**src/rtl/fht_pkg.sv**
```systemverilog
// Shared types and helpers for the FHT stage/address sequencer.
package fht_pkg;

   typedef enum logic [1:0] {
      IDLE  = 2'd0,
      RUN   = 2'd1,
      DRAIN = 2'd2
   } fht_state_t;

   localparam int BUT_LAT = 2;

   // Ceiling log2, never less than 1 so it can size a bus directly.
   function automatic int clog2(input int value);
      int r;
      r = 0;
      for (int i = 0; i < 31; i++) begin
         if ((1 << i) < value) r = i + 1;
      end
      return (r < 1) ? 1 : r;
   endfunction

endpackage

```
**src/rtl/fht_dly.sv**
```systemverilog
// WIDTH x DEPTH register delay line with async reset and synchronous clear.
module fht_dly #(
   parameter int WIDTH = 1,
   parameter int DEPTH = 1
) (
   input  logic             clk,
   input  logic             reset_n,
   input  logic             clr,
   input  logic [WIDTH-1:0] din,
   output logic [WIDTH-1:0] dout
);

   logic [WIDTH-1:0] pipe_r [DEPTH];

   // Shift register; clear empties every stage at once.
   always_ff @(posedge clk or negedge reset_n) begin
      if (!reset_n) begin
         for (int i = 0; i < DEPTH; i++) pipe_r[i] <= {WIDTH{1'b0}};
      end else if (clr) begin
         for (int i = 0; i < DEPTH; i++) pipe_r[i] <= {WIDTH{1'b0}};
      end else begin
         pipe_r[0] <= din;
         for (int i = 1; i < DEPTH; i++) pipe_r[i] <= pipe_r[i-1];
      end
   end

   assign dout = pipe_r[DEPTH-1];

endmodule

```
**src/rtl/fht_ctrl.sv**
```systemverilog
// Stage/address sequencer for the in-place radix-2 FHT engine.
// Optional abort input enabled by defining FHT_CTRL_ABORT_EN.
module fht_ctrl
   import fht_pkg::*;
#(
   parameter int N_LOG2 = 8,
   parameter int WR_LAT = BUT_LAT + 1
) (
   input  logic                      iCLK,
   input  logic                      iRESET,
   input  logic                      iSTART,
`ifdef FHT_CTRL_ABORT_EN
   input  logic                      iABORT,
`endif
   output logic                      oBUSY,
   output logic                      oDONE,
   output logic [clog2(N_LOG2)-1:0]  oSTAGE,
   output logic                      oBANK,
   output logic                      oRD_EN,
   output logic [N_LOG2-1:0]         oRD_ADDR_0,
   output logic [N_LOG2-1:0]         oRD_ADDR_1,
   output logic [N_LOG2-1:0]         oRD_ADDR_2,
   output logic [N_LOG2-2:0]         oROM_ADDR,
   output logic                      oWR_EN,
   output logic [N_LOG2-1:0]         oWR_ADDR_0,
   output logic [N_LOG2-1:0]         oWR_ADDR_1
);

   localparam int SW   = clog2(N_LOG2);
   localparam int KW   = N_LOG2 - 1;
   localparam int DW   = clog2(WR_LAT + 1);
   localparam int DLYW = 1 + 2 * N_LOG2;

   localparam logic [KW-1:0]     K_LAST = {KW{1'b1}};
   localparam logic [SW-1:0]     S_LAST = SW'(N_LOG2 - 1);
   localparam logic [SW-1:0]     ROM_SH = SW'(N_LOG2 - 1);
   localparam logic [DW-1:0]     D_LAST = DW'(WR_LAT - 1);
   localparam logic [N_LOG2-1:0] A_ONE  = N_LOG2'(1);

   fht_state_t        state_r;
   logic [KW-1:0]     k_r;
   logic [SW-1:0]     s_r;
   logic [DW-1:0]     d_r;
   logic              busy_r;
   logic              done_r;
   logic              rd_en_r;
   logic [N_LOG2-1:0] rd_addr_0_r;
   logic [N_LOG2-1:0] rd_addr_1_r;
   logic [N_LOG2-1:0] rd_addr_2_r;
   logic [N_LOG2-2:0] rom_addr_r;

   logic              abort_s;
   logic              clr_s;
   logic [KW-1:0]     gen_k_s;
   logic [SW-1:0]     gen_s_s;
   logic [N_LOG2-1:0] kx_s, h_s, mask_s, j_s, base_s;
   logic [N_LOG2-1:0] addr_0_s, addr_1_s, addr_2_s;
   logic [N_LOG2-2:0] rom_s;
   logic [DLYW-1:0]   dly_out_s;

`ifdef FHT_CTRL_ABORT_EN
   assign abort_s = iABORT;
`else
   assign abort_s = 1'b0;
`endif
   assign clr_s = abort_s && (state_r != IDLE);

   // Selects the (k, s) of the butterfly that the next edge will issue.
   always_comb begin
      gen_k_s = {KW{1'b0}};
      gen_s_s = {SW{1'b0}};
      case (state_r)
         RUN: begin
            gen_s_s = s_r;
            if (k_r != K_LAST) gen_k_s = k_r + KW'(1);
            else               gen_k_s = {KW{1'b0}};
         end
         DRAIN:   gen_s_s = s_r + SW'(1);
         default: gen_s_s = {SW{1'b0}};
      endcase
   end

   // Butterfly addresses: group base g*2H, offset j, mirrored partner for X2.
   always_comb begin
      kx_s     = {1'b0, gen_k_s};
      h_s      = A_ONE << gen_s_s;
      mask_s   = h_s - A_ONE;
      j_s      = kx_s & mask_s;
      base_s   = (kx_s & ~mask_s) << 1'b1;
      addr_0_s = base_s | j_s;
      addr_1_s = addr_0_s + h_s;
      addr_2_s = base_s + h_s + ((h_s - j_s) & mask_s);
      rom_s    = j_s[N_LOG2-2:0] << (ROM_SH - gen_s_s);
   end

   // Sequencer FSM with registered strobes and read addresses.
   always_ff @(posedge iCLK or negedge iRESET) begin
      if (!iRESET) begin
         state_r     <= IDLE;
         k_r         <= {KW{1'b0}};
         s_r         <= {SW{1'b0}};
         d_r         <= {DW{1'b0}};
         busy_r      <= 1'b0;
         done_r      <= 1'b0;
         rd_en_r     <= 1'b0;
         rd_addr_0_r <= {N_LOG2{1'b0}};
         rd_addr_1_r <= {N_LOG2{1'b0}};
         rd_addr_2_r <= {N_LOG2{1'b0}};
         rom_addr_r  <= {(N_LOG2-1){1'b0}};
      end else begin
         done_r <= 1'b0;
         case (state_r)
            IDLE: begin
               if (iSTART && !abort_s) begin
                  state_r     <= RUN;
                  k_r         <= gen_k_s;
                  s_r         <= gen_s_s;
                  busy_r      <= 1'b1;
                  rd_en_r     <= 1'b1;
                  rd_addr_0_r <= addr_0_s;
                  rd_addr_1_r <= addr_1_s;
                  rd_addr_2_r <= addr_2_s;
                  rom_addr_r  <= rom_s;
               end
            end
            RUN: begin
               if (abort_s) begin
                  state_r <= IDLE;
                  busy_r  <= 1'b0;
                  rd_en_r <= 1'b0;
               end else if (k_r == K_LAST) begin
                  state_r <= DRAIN;
                  d_r     <= {DW{1'b0}};
                  rd_en_r <= 1'b0;
               end else begin
                  k_r         <= gen_k_s;
                  rd_addr_0_r <= addr_0_s;
                  rd_addr_1_r <= addr_1_s;
                  rd_addr_2_r <= addr_2_s;
                  rom_addr_r  <= rom_s;
               end
            end
            DRAIN: begin
               if (abort_s) begin
                  state_r <= IDLE;
                  busy_r  <= 1'b0;
               end else if (d_r != D_LAST) begin
                  d_r <= d_r + DW'(1);
               end else if (s_r == S_LAST) begin
                  state_r <= IDLE;
                  busy_r  <= 1'b0;
                  done_r  <= 1'b1;
               end else begin
                  state_r     <= RUN;
                  k_r         <= gen_k_s;
                  s_r         <= gen_s_s;
                  rd_en_r     <= 1'b1;
                  rd_addr_0_r <= addr_0_s;
                  rd_addr_1_r <= addr_1_s;
                  rd_addr_2_r <= addr_2_s;
                  rom_addr_r  <= rom_s;
               end
            end
            default: begin
               state_r <= IDLE;
               busy_r  <= 1'b0;
               rd_en_r <= 1'b0;
            end
         endcase
      end
   end

   // Write strobe and addresses follow the read by the full read+butterfly latency.
   fht_dly #(
      .WIDTH (DLYW),
      .DEPTH (WR_LAT)
   ) u_wr_dly (
      .clk     (iCLK),
      .reset_n (iRESET),
      .clr     (clr_s),
      .din     ({rd_en_r, rd_addr_0_r, rd_addr_1_r}),
      .dout    (dly_out_s)
   );

   assign oBUSY      = busy_r;
   assign oDONE      = done_r;
   assign oSTAGE     = s_r;
   assign oBANK      = s_r[0];
   assign oRD_EN     = rd_en_r;
   assign oRD_ADDR_0 = rd_addr_0_r;
   assign oRD_ADDR_1 = rd_addr_1_r;
   assign oRD_ADDR_2 = rd_addr_2_r;
   assign oROM_ADDR  = rom_addr_r;
   assign {oWR_EN, oWR_ADDR_0, oWR_ADDR_1} = dly_out_s;

endmodule

```
**config.mk**
```make
export PLATFORM = sky130hd
export DESIGN_NAME = fht_ctrl
export DESIGN_NICKNAME = d
export VERILOG_FILES = /design/src/rtl/fht_pkg.sv /design/src/rtl/fht_dly.sv /design/src/rtl/fht_ctrl.sv
export SDC_FILE = /design/constraint.sdc
export NUM_CORES = 1
export LEC_CHECK = 0
export BUFFER_PORTS_ARGS = -buffer_cell sky130_fd_sc_hd__buf_2
export CAP_MARGIN = 20
export CORE_UTILIZATION = 58
export CTS_CLUSTER_SIZE = 14
export DETAILED_ROUTE_END_ITERATION = 8
export PLACE_DENSITY = 0.79
export SLEW_MARGIN = 15
export SYNTH_ARGS = -nofsm -noshare
export SYNTH_HDL_FRONTEND = slang
export SYNTH_SLANG_ARGS = --single-unit
```
**constraint.sdc**
```tcl
create_clock -name iCLK -period 7.2 [get_ports iCLK]
set_input_delay 2.16 -clock iCLK [delete_from_list [all_inputs] [get_ports iCLK]]
set_output_delay 2.16 -clock iCLK [all_outputs]
set_load 0.02 [all_outputs]
```
Word level (Yosys, flattened, before mapping)
Index checks and enable logic that the tools add are counted.
{ "op_classes": {"eq_ne": 13, "addsub": 9, "n_shift": 2, "bitwise_logic": 6, "reduce_logical": 10, "muxes": 51} }
{ "op_table": {"columns": ["cell", "n"], "rows": [
  ["two-way mux 8 bit", 12],
  ["case mux 8 bit (3 select lines)", 3],
  ["two-way mux 7 bit", 10],
  ["case mux 7 bit (3 select lines)", 2],
  ["adder 8 bit", 3],
  ["!= test 2 bit (second input constant)", 8],
  ["case mux 3 bit (2 select lines)", 2],
  ["AND reduction 4 bit", 3],
  ["two-way mux 1 bit", 10],
  ["two-way mux 2 bit", 5],
  ["two-way mux 3 bit", 3],
  ["bitwise AND 7 x 8 -> 8 bit", 1],
  ["bitwise AND 8 bit", 1],
  ["OR 8 bit", 1],
  ["<< shifter 1 x 3 -> 8 bit (first input constant)", 1],
  ["subtractor 8 x 1 -> 8 bit (second input constant)", 1],
  ["subtractor 8 bit", 1],
  ["adder 7 x 1 -> 7 bit (second input constant)", 1],
  ["bitwise AND 7 bit", 1],
  ["equality test 7 bit (second input constant)", 1],
  ["!= test 7 bit (second input constant)", 1],
  ["inverter 7 bit", 1],
  ["<< shifter 7 x 3 -> 7 bit", 1],
  ["case mux 1 bit (3 select lines)", 2],
  ["14 further kinds", 16]
]} }
{ "totals": {"out_inout_bits": 55, "ff_bits": 99, "word_cells": 105, "input_bits": 3} }

Logic depth before layout (Yosys ltp)
Gate-level depths: netlist of the first run.
{ "depth": {"word_depth": 11, "mapped_depth": 27, "depth_no_buf": 26} }

Cells and area by module
A second synthesis of the first run with hierarchy kept.
{ "unflattened": {"cells_unflattened": 545, "area_unflattened_um2": 5377.7} }
{ "by_module_without_submodules": {"columns": ["mod", "cells_each", "seq_area_each_um2", "n_inst", "area_each_um2"], "rows": [
  ["fht_ctrl", 421, 1176.1, 1, 3629.7],
  ["fht_dly", 124, 1276.2, 1, 1747.9]
]} }

Worst setup path after synthesis of the first run
No wires, ideal clock.
{ "synth_timing": {"path_kind": "register to register", "startpoint": "register s_r[0], in the netlist oSTAGE[0]", "endpoint": "register rd_addr_2_r[7], in the netlist oRD_ADDR_2[7]", "period_less_slack_ps": 5549, "path_stages_with_launch": 24, "t_arrival_ps": 5419, "n_path_buf": 1, "path_slack_ps": 1651, "setup_time_ps": 130, "required_ps": 7070, "cell_sequence": "dfrtp_1 -> ha_1 -> ha_1 -> a22o_1 -> o21ai_2 -> nand2_1 -> ha_1 -> clkbuf_1 -> xor2_1 -> nand2b_1 -> ha_1 -> inv_1 -> o41ai_1 -> nor4_1 -> nor3_1 -> nor2_1 -> fa_1 -> inv_1 -> ha_1 -> and3_1 -> a211o_1 -> a311o_1 -> xnor3_1 -> o21ai_1"} }
{ "synth_between": {"elab_chain_cells": 11, "word_cells_on_any_way": 19, "classes_between": "add/sub: 5; eq/ne: 2; shift: 1; mux: 6; bitwise: 4; reduce/logical: 1"} }
{ "synth_rtl": {"columns": ["item", "line_no", "source"], "rows": [
  ["start, declared", "fht_ctrl.sv:42", "logic [SW-1:0] s_r;"],
  ["start signal, assigned", "fht_ctrl.sv:101", "s_r <= {SW{1'b0}};"],
  ["start signal, assigned", "fht_ctrl.sv:117", "s_r <= gen_s_s;"],
  ["start signal, assigned", "fht_ctrl.sv:156", "s_r <= gen_s_s;"],
  ["adder 3 x 1 -> 3 bit", "fht_ctrl.sv:78", "DRAIN: gen_s_s = s_r + SW'(1);"],
  ["case mux 3 bit (2 select lines)", "fht_ctrl.sv:72", "case (state_r)"],
  ["<< shifter 1 x 3 -> 8 bit", "fht_ctrl.sv:86", "h_s = A_ONE << gen_s_s;"],
  ["subtractor 8 x 1 -> 8 bit", "fht_ctrl.sv:87", "mask_s = h_s - A_ONE;"],
  ["bitwise AND 7 x 8 -> 8 bit / inverter 7 bit (equally long branches)", "fht_ctrl.sv:88, fht_ctrl.sv:89", null],
  ["subtractor 8 bit / bitwise AND 7 bit (equally long branches)", "fht_ctrl.sv:92, fht_ctrl.sv:89", null],
  ["bitwise AND 8 bit / adder 8 bit (equally long branches)", "fht_ctrl.sv:92", "addr_2_s = base_s + h_s + ((h_s - j_s) & mask_s);"],
  ["adder 8 bit", "fht_ctrl.sv:92", null],
  ["two-way mux 8 bit", "fht_ctrl.sv:149", "end else if (s_r == S_LAST) begin"],
  ["two-way mux 8 bit", "fht_ctrl.sv:147", "end else if (d_r != D_LAST) begin"],
  ["case mux 8 bit (3 select lines)", "fht_ctrl.sv:112", "case (state_r)"],
  ["end signal, assigned", "fht_ctrl.sv:108", "rd_addr_2_r <= {N_LOG2{1'b0}};"],
  ["end signal, assigned", "fht_ctrl.sv:122", "rd_addr_2_r <= addr_2_s;"],
  ["end signal, assigned", "fht_ctrl.sv:160", "rd_addr_2_r <= addr_2_s;"],
  ["end, declared", "fht_ctrl.sv:49", "logic [N_LOG2-1:0] rd_addr_2_r;"]
]} }
Several ways; a longest one is shown, not always the timed one. The select of a mux whose other input is x is not followed.
A chain may end at the register's enable or synchronous reset.

Worst setup path in the final report of the first run
{ "layout_timing": {"startpoint": "register state_r[0]", "endpoint": "register rd_addr_2_r[7], in the netlist oRD_ADDR_2[7]"} }
{ "layout_between": {"elab_chain_cells": 11, "word_cells_on_any_way": 25, "classes_between": "add/sub: 4; eq/ne: 6; shift: 1; mux: 7; bitwise: 4; reduce/logical: 3"} }
{ "layout_rtl": {"columns": ["item", "line_no", "source"], "rows": [
  ["start, declared", "fht_ctrl.sv:40", "fht_state_t state_r;"],
  ["start signal, assigned", "fht_ctrl.sv:99", "state_r <= IDLE;"],
  ["start signal, assigned", "fht_ctrl.sv:115", "state_r <= RUN;"],
  ["start signal, assigned", "fht_ctrl.sv:128", "state_r <= IDLE;"],
  ["equality test 2 bit / equality test 2 x 1 -> 1 bit (equally long branches)", "fht_ctrl.sv:72, fht_ctrl.sv:112", null],
  ["case mux 3 bit (2 select lines)", "fht_ctrl.sv:72", null],
  ["<< shifter 1 x 3 -> 8 bit", "fht_ctrl.sv:86", null],
  ["subtractor 8 x 1 -> 8 bit", "fht_ctrl.sv:87", null],
  ["bitwise AND 7 x 8 -> 8 bit / inverter 7 bit (equally long branches)", "fht_ctrl.sv:88, fht_ctrl.sv:89", null],
  ["subtractor 8 bit / bitwise AND 7 bit (equally long branches)", "fht_ctrl.sv:92, fht_ctrl.sv:89", null],
  ["bitwise AND 8 bit / adder 8 bit (equally long branches)", "fht_ctrl.sv:92", null],
  ["adder 8 bit", "fht_ctrl.sv:92", null],
  ["two-way mux 8 bit", "fht_ctrl.sv:149", null],
  ["two-way mux 8 bit", "fht_ctrl.sv:147", null],
  ["case mux 8 bit (3 select lines)", "fht_ctrl.sv:112", null]
]} }
Several ways; a longest one is shown, not always the timed one. The select of a mux whose other input is x is not followed.

==> results of run 1 <==
power breakdown:
part	internal [uW]	leakage [uW]	switching [uW]	total, uW
clock	143	0.000100	205	347
sequential	680	0.00130	71.8	752
combinational	378	0.00136	685	1060
per-stage QoR:
stage	std cells	worst slack [ns]	hold slack (ns)
after floorplan	492	1.651	0.3312
after global placement	624	1.162	0.3314
after global routing	640	0.3832	0.3602
after CTS	640	0.9567	0.3573
after detailed placement	624	0.9835	0.3347
final	640	0.8260	0.3518
sequential cells by signal (all words and copies together), names as in the netlist:
register / count
oSTAGE: 3
oRD_ADDR_1: 8
d_r: 2
oRD_ADDR_2: 7
k_r: 7
oRD_ADDR_0: 8
u_wr_dly.pipe_r: 34
state_r: 2
oRD_EN: 1
oBUSY: 1
oDONE: 1
u_wr_dly.dout: 17
oROM_ADDR: 7
critical path, stage by stage (launching register included):
cell      delay [ns]
dfrtp_1         0.44
inv_1           0.11
ha_1            0.54
a22oi_1         0.23
a21boi_0        0.43
nor2_1          0.12
inv_1           0.14
ha_1            0.43
xor2_1          0.18
nand2b_1        0.21
ha_1            0.35
inv_1           0.05
o41ai_1         0.75
nor4_1          0.15
nor3_1          0.20
nor2_1          0.08
fa_1            0.48
inv_1           0.05
ha_1            0.33
and3_1          0.18
a211o_1         0.26
a311o_1         0.28
xnor3_1         0.20
o21ai_1         0.06
cell usage after synthesis, types with 5 or more instances:
cell      number
a21oi_1       28
a22o_1         6
a31oi_1        8
and3_1         7
buf_4         19
clkbuf_1      15
dfrtp_1       98
fa_1           6
ha_1          29
inv_1         29
mux2_2         5
nand2_1       59
nand2b_1       7
nand3_1       14
nor2_1        28
nor2b_1        5
nor3_1        10
o21a_1         5
o21ai_0       31
o31ai_1        7
xnor2_1        6
xor2_1         9
path summary, 6_finish.rpt:
kind	to	slack (ns)
setup / recovery	oRD_ADDR_2[7]$_DFFE_PN0P_	0.83
min in group asynchronous	u_wr_dly.pipe_r[47]$_DFF_PN0_	1.71
hold reg to reg	u_wr_dly.pipe_r[33]$_DFF_PN0_	0.35
setup reg to reg	oRD_ADDR_2[7]$_DFFE_PN0P_	0.83
max in group asynchronous	oRD_ADDR_1[2]$_DFFE_PN0P_	4.35
hold / removal	u_wr_dly.pipe_r[33]$_DFF_PN0_	0.35
per-layer routing:
metal  GRT usage  up-vias  share of wire
li1            -     1758              -
met1      0.3716     1840           0.48
met2      0.4329      101           0.46
met3     0.05233       10          0.044
met4     0.07576        0         0.0086
met5           0        -              0
kinds of logic (layout without fill, tap and decap cells):
group / after synthesis / after routing / synth area share
XOR/XNOR: 17 / 17 / 0.03520
other: 2 / 2 / 0.001498
AO/OA/AOI/OAI: 121 / 121 / 0.1588
flip-flops: 98 / 98 / 0.4893
AND/OR/NAND/NOR: 147 / 147 / 0.1368
buffers and inverters: 65 / 108 / 0.06340
multiplexers: 7 / 7 / 0.01872
adder cells (fa/ha/maj): 35 / 35 / 0.09636
final cells by class:
| class | count | area, um2 |
|---|---|---|
| Clock inverter | 6 | 57.56 |
| Inverter | 29 | 108.9 |
| Timing Repair Buffer | 63 | 332.8 |
| Fill cell | 674 | 2836 |
| Tap cell | 105 | 131.4 |
| Sequential cell | 98 | 2452 |
| Clock buffer | 10 | 137.6 |
| Multi-Input combinational cell | 329 | 2242 |
==> results.yml, run 1 <==
cts:
  cts_tree: "yes"
  clock_latency_ns: 0.36
  clkSinkCount: 98
  cts-buffers-inserted: 9
  ctsHoldBuffers: 0
  cts.clk_slew.worst_paths_ns: 0.10
  cts_setup_buffers: 0
  htreeDepth: 3
  ctsResizeCount: 0
  cts-root-buf: "clkbuf_8"
  cts_buffer_depth: 2
layout:
  area_growth_pct: 8.987
  final_nets: 568
  insertedDiodeCount: 0
  utilization: 0.6582
  layout-drive-gt1-share: 0.1757
  most-common-layout-cells: "dfrtp_1, nand2_1, buf_2"
  final_common_cell: "dfrtp_1"
  fin_area_mm2: 0.005463
run:
  cap_viol_max_count: 0
yosys:
  synth_top_area_share: 0.4893
  yosys_warnings: 0
  syn_nets: 530
  synth.cell_area_mm2: 0.005012
  ys_top_cells_by_area: "dfrtp_1, ha_1, nand2_1, o21ai_0, buf_4"
  synth-edff-count: 0
  async_reset_ff_frac: 1.000
  avgSynthCellArea_um2: 10.19
  synth_top_area_cell: "dfrtp_1"
  seq_area_frac_synth: 0.4893
  synth_cell_types: 60
  ys_ff_latch: 98
  synth-main-ff-cell: "dfrtp_1"
  synthCells: 492
placed_design:
  place_area_mm2: 0.005268
  place.gp.congestion: 0.9151
  hpwl_mm: 8.340
  io_buffers: 57
sta:
  hold_viol: 0
  final_max_slew_viol_count: 0
  worst_slew_pin_slew_ns: 0.7900
  finalCritPeriodShare: 0.8853
  grt_setup_unrepaired: "false"
  setup_violations: 0
  fmax_mhz: 156.9
  clock-skew-final_ns: 0.01449
  fin_crit_ns: 6.374
  slew-limit-headroom: 0.4664
  finalSetupTns_ns: 0
detailed_routing:
  antenna_left: 0
  drt_iter0_markers: 193
  drt-total-wl_mm: 11.26
  via_count: 3709
  first_pass_iters: 5
  viasPerCell: 5.795
  drc_errors: 0
  wl_per_cell_um: 17.60
worst_setup_path:
  critPathLaunchType: "flop"
  ff2ff_path_depth: 23
  startpoint: "state_r[0]$_DFFE_PN0P_"
  arrival_ns: 6.61
  required_ns: 7.44
  cp_max_fo: 17
  rr_startpoint: "state_r[0]$_DFFE_PN0P_"
  end_kind: "flop"
  path_class: "reg -> reg"
floorplanning:
  chipHeight_um: 94.96
  die_x_um: 94.96
  io_pins: 58
  core_mm2: 0.008299
  placementRows: 33
  start_util: 0.6039
  die_area_mm2: 0.009017
global_routing:
  grt_usage: 0.2696
  grt_pass1_wl_mm: 18.01
  grt_max_degree: 70
  overflow: 0
  antenna_found_initial: 0
  grt_pass1_vias: 3572
pwr:
  ir_drop_v: 0.0003613
  fin_total_pwr_uw: 2162
  powerDensity_mw_per_mm2: 395.7
  p_leak_uw: 0.002753
hold_path:
  hold_depth: 0
  hold_path.class: "reg -> reg"
  hp-start: "u_wr_dly.pipe_r[50]$_DFF_PN0_"
outcome:
  status: "finished clean"
No activity file was read; power rests on OpenSTA's default activity.
==> run 2, diff against run 1 <==
- clock period: 7.2 -> 7.3 ns (I/O delays scaled with it)
==> run 2 against run 1 <==
  * Global-route usage rose by 0.49 points
  * Clock skew rose by 0.0013 ns
  * Worst hold slack improved by 0.0012 ns
  * Worst setup slack improved by 0.16 ns
  * First-iteration DRC count rose by 24%
  * Design area fell by 0.18%
  * Clock power fell by 3%
==> results.yml, run 2 (synthesis gave the netlist of run 1 again) <==
outcome:
  status: "finished clean"
layout:
  top_register: "u_wr_dly.pipe_r"
  largest_register_ffs: 34
  regArea_mm2: 0.002452
  final_common_cell: "dfrtp_1"
  multi_input_area_mm2: 0.002242
  area_growth_pct: 8.787
  insertedDiodeCount: 0
  fillers: 677
  layout-drive-gt1-share: 0.1738
  final_cells: 640
  most-common-layout-cells: "dfrtp_1, nand2_1, buf_2"
  final_nets: 568
detailed_routing:
  routedLengthMet1_mm: 5.350
  first_pass_iters: 5
  viasPerCell: 5.755
  drt_iter0_markers: 239
  drt-total-wl_mm: 11.37
  drc_errors: 0
  via_count: 3683
  met2_length_mm: 5.226
  highest_layer: "met4"
  met3_wirelength_um: 640
  antenna_left: 0
  wl_per_cell_um: 17.77
worst_setup_path:
  path_class: "reg -> reg"
  end_kind: "flop"
  path_cells: "inv_1 > ha_1 > a22oi_1 > a21boi_0 > nor2_1 > inv_1 > ha_1 > xor2_1 > nand2b_1 > ha_1 > inv_1 > o41ai_1 > nor4_1 > nor3_1 > nor2_1 > fa_1 > inv_1 > ha_1 > and3_1 > a211o_1 > a311o_1 > xnor3_1 > o21ai_1"
  crit_slowest_cell: "o41ai_1"
  required_ns: 7.54
  cp_max_fo: 17
  slowest_delay_ns: 0.67
  r2r_slack_ns: 0.98
  critPathLaunchType: "flop"
  path_buf_inv: 4
  arrival_ns: 6.55
  cpLargestDelayFamily: "adder cells"
placed_design:
  pre_cts_ws_ns: 1.060
  numPlacedInstances: 624
  hpwl_mm: 8.313
  place.gp.congestion: 0.9235
  io_buffers: 57
floorplanning:
  placementRows: 33
  start_util: 0.6039
  chipHeight_um: 94.96
  core_mm2: 0.008299
  die_x_um: 94.96
  die_area_mm2: 0.009017
  io_pins: 58
run:
  cap_viol_max_count: 0
cts:
  cts_buffer_depth: 2
  cts_setup_buffers: 0
  ctsResizeCount: 0
  cts.clk_slew.worst_paths_ns: 0.11
  cts-buffers-inserted: 9
  ctsHoldBuffers: 0
  clkSinkCount: 98
  cts_tree: "yes"
  clock_latency_ns: 0.37
  htreeDepth: 3
  cts-root-buf: "clkbuf_8"
global_routing:
  grt_usage: 0.2745
  grt_pass1_wl_mm: 18.37
  antenna_found_initial: 0
  grt_pass1_vias: 3626
  overflow: 0
  grt_max_degree: 70
pwr:
  p_leak_uw: 0.002747
  ir_drop_v: 0.0002887
  powerDensity_mw_per_mm2: 388.2
sta:
  fin_crit_ns: 6.318
  worst_slew_pin_slew_ns: 0.8167
  grt_setup_unrepaired: "false"
  finalSetupTns_ns: 0
  clock-skew-final_ns: 0.01580
  layout_setup_ws_ns: 0.9824
  finalCritPeriodShare: 0.8654
  hold_viol: 0
  setup_violations: 0
  slew-limit-headroom: 0.4556
  final_max_slew_viol_count: 0
  fmax_mhz: 158.3
hold_path:
  hold_path.class: "reg -> reg"
run 2: area by class of cell:
class,instances,share of cell area
Sequential cell,98,0.4497
Tap cell,105,0.02409
Timing Repair Buffer,63,0.06104
Inverter,29,0.01996
Multi-Input combinational cell,329,0.4112
Clock buffer,10,0.02341
Clock inverter,6,0.01056
run 2: report_power, final:
| part | internal, uW | total [uW] | switching [uW] |
|---|---|---|---|
| Sequential | 671 | 742 | 71.4 |
| Clock | 132 | 335 | 203 |
| Combinational | 369 | 1040 | 670 |
| Total | 1170 | 2120 | 945 |
run 2: layer usage:
layer / up-vias / track usage
li1: 1768 / -
met5: - / 0
met1: 1776 / 0.3800
met3: 15 / 0.04750
met4: 0 / 0.07828
met2: 124 / 0.4430
run 2: path summary, 6_finish.rpt:
check | to | startpoint | cells past startpoint
worst min-delay path | u_wr_dly.pipe_r[20]$_DFF_PN0_ | u_wr_dly.pipe_r[37]$_DFF_PN0_ | 0
worst min register to register | u_wr_dly.pipe_r[20]$_DFF_PN0_ | u_wr_dly.pipe_r[37]$_DFF_PN0_ | 0
worst max register to register | oRD_ADDR_2[7]$_DFFE_PN0P_ | state_r[0]$_DFFE_PN0P_ | 23
worst max-delay path | oRD_ADDR_2[7]$_DFFE_PN0P_ | state_r[0]$_DFFE_PN0P_ | 23
min in group asynchronous | oROM_ADDR[0]$_DFFE_PN0P_ | iRESET | 1
max in group asynchronous | oRD_ADDR_2[4]$_DFFE_PN0P_ | iRESET | 2
run 2: through the flow:
stage          power (uW)  cell area (um2)  utilization  hold WS (ns)
3_5_place_dp         1781             5268       0.6347        0.3347
3_3_place_gp         1761             5268       0.6347        0.3314
2_1_floorplan        1522             5012            -        0.3312
5_1_grt              2284             5453       0.6570        0.3616
4_1_cts              2116             5453       0.6570        0.3550
6_report             2117             5453       0.6570        0.3530
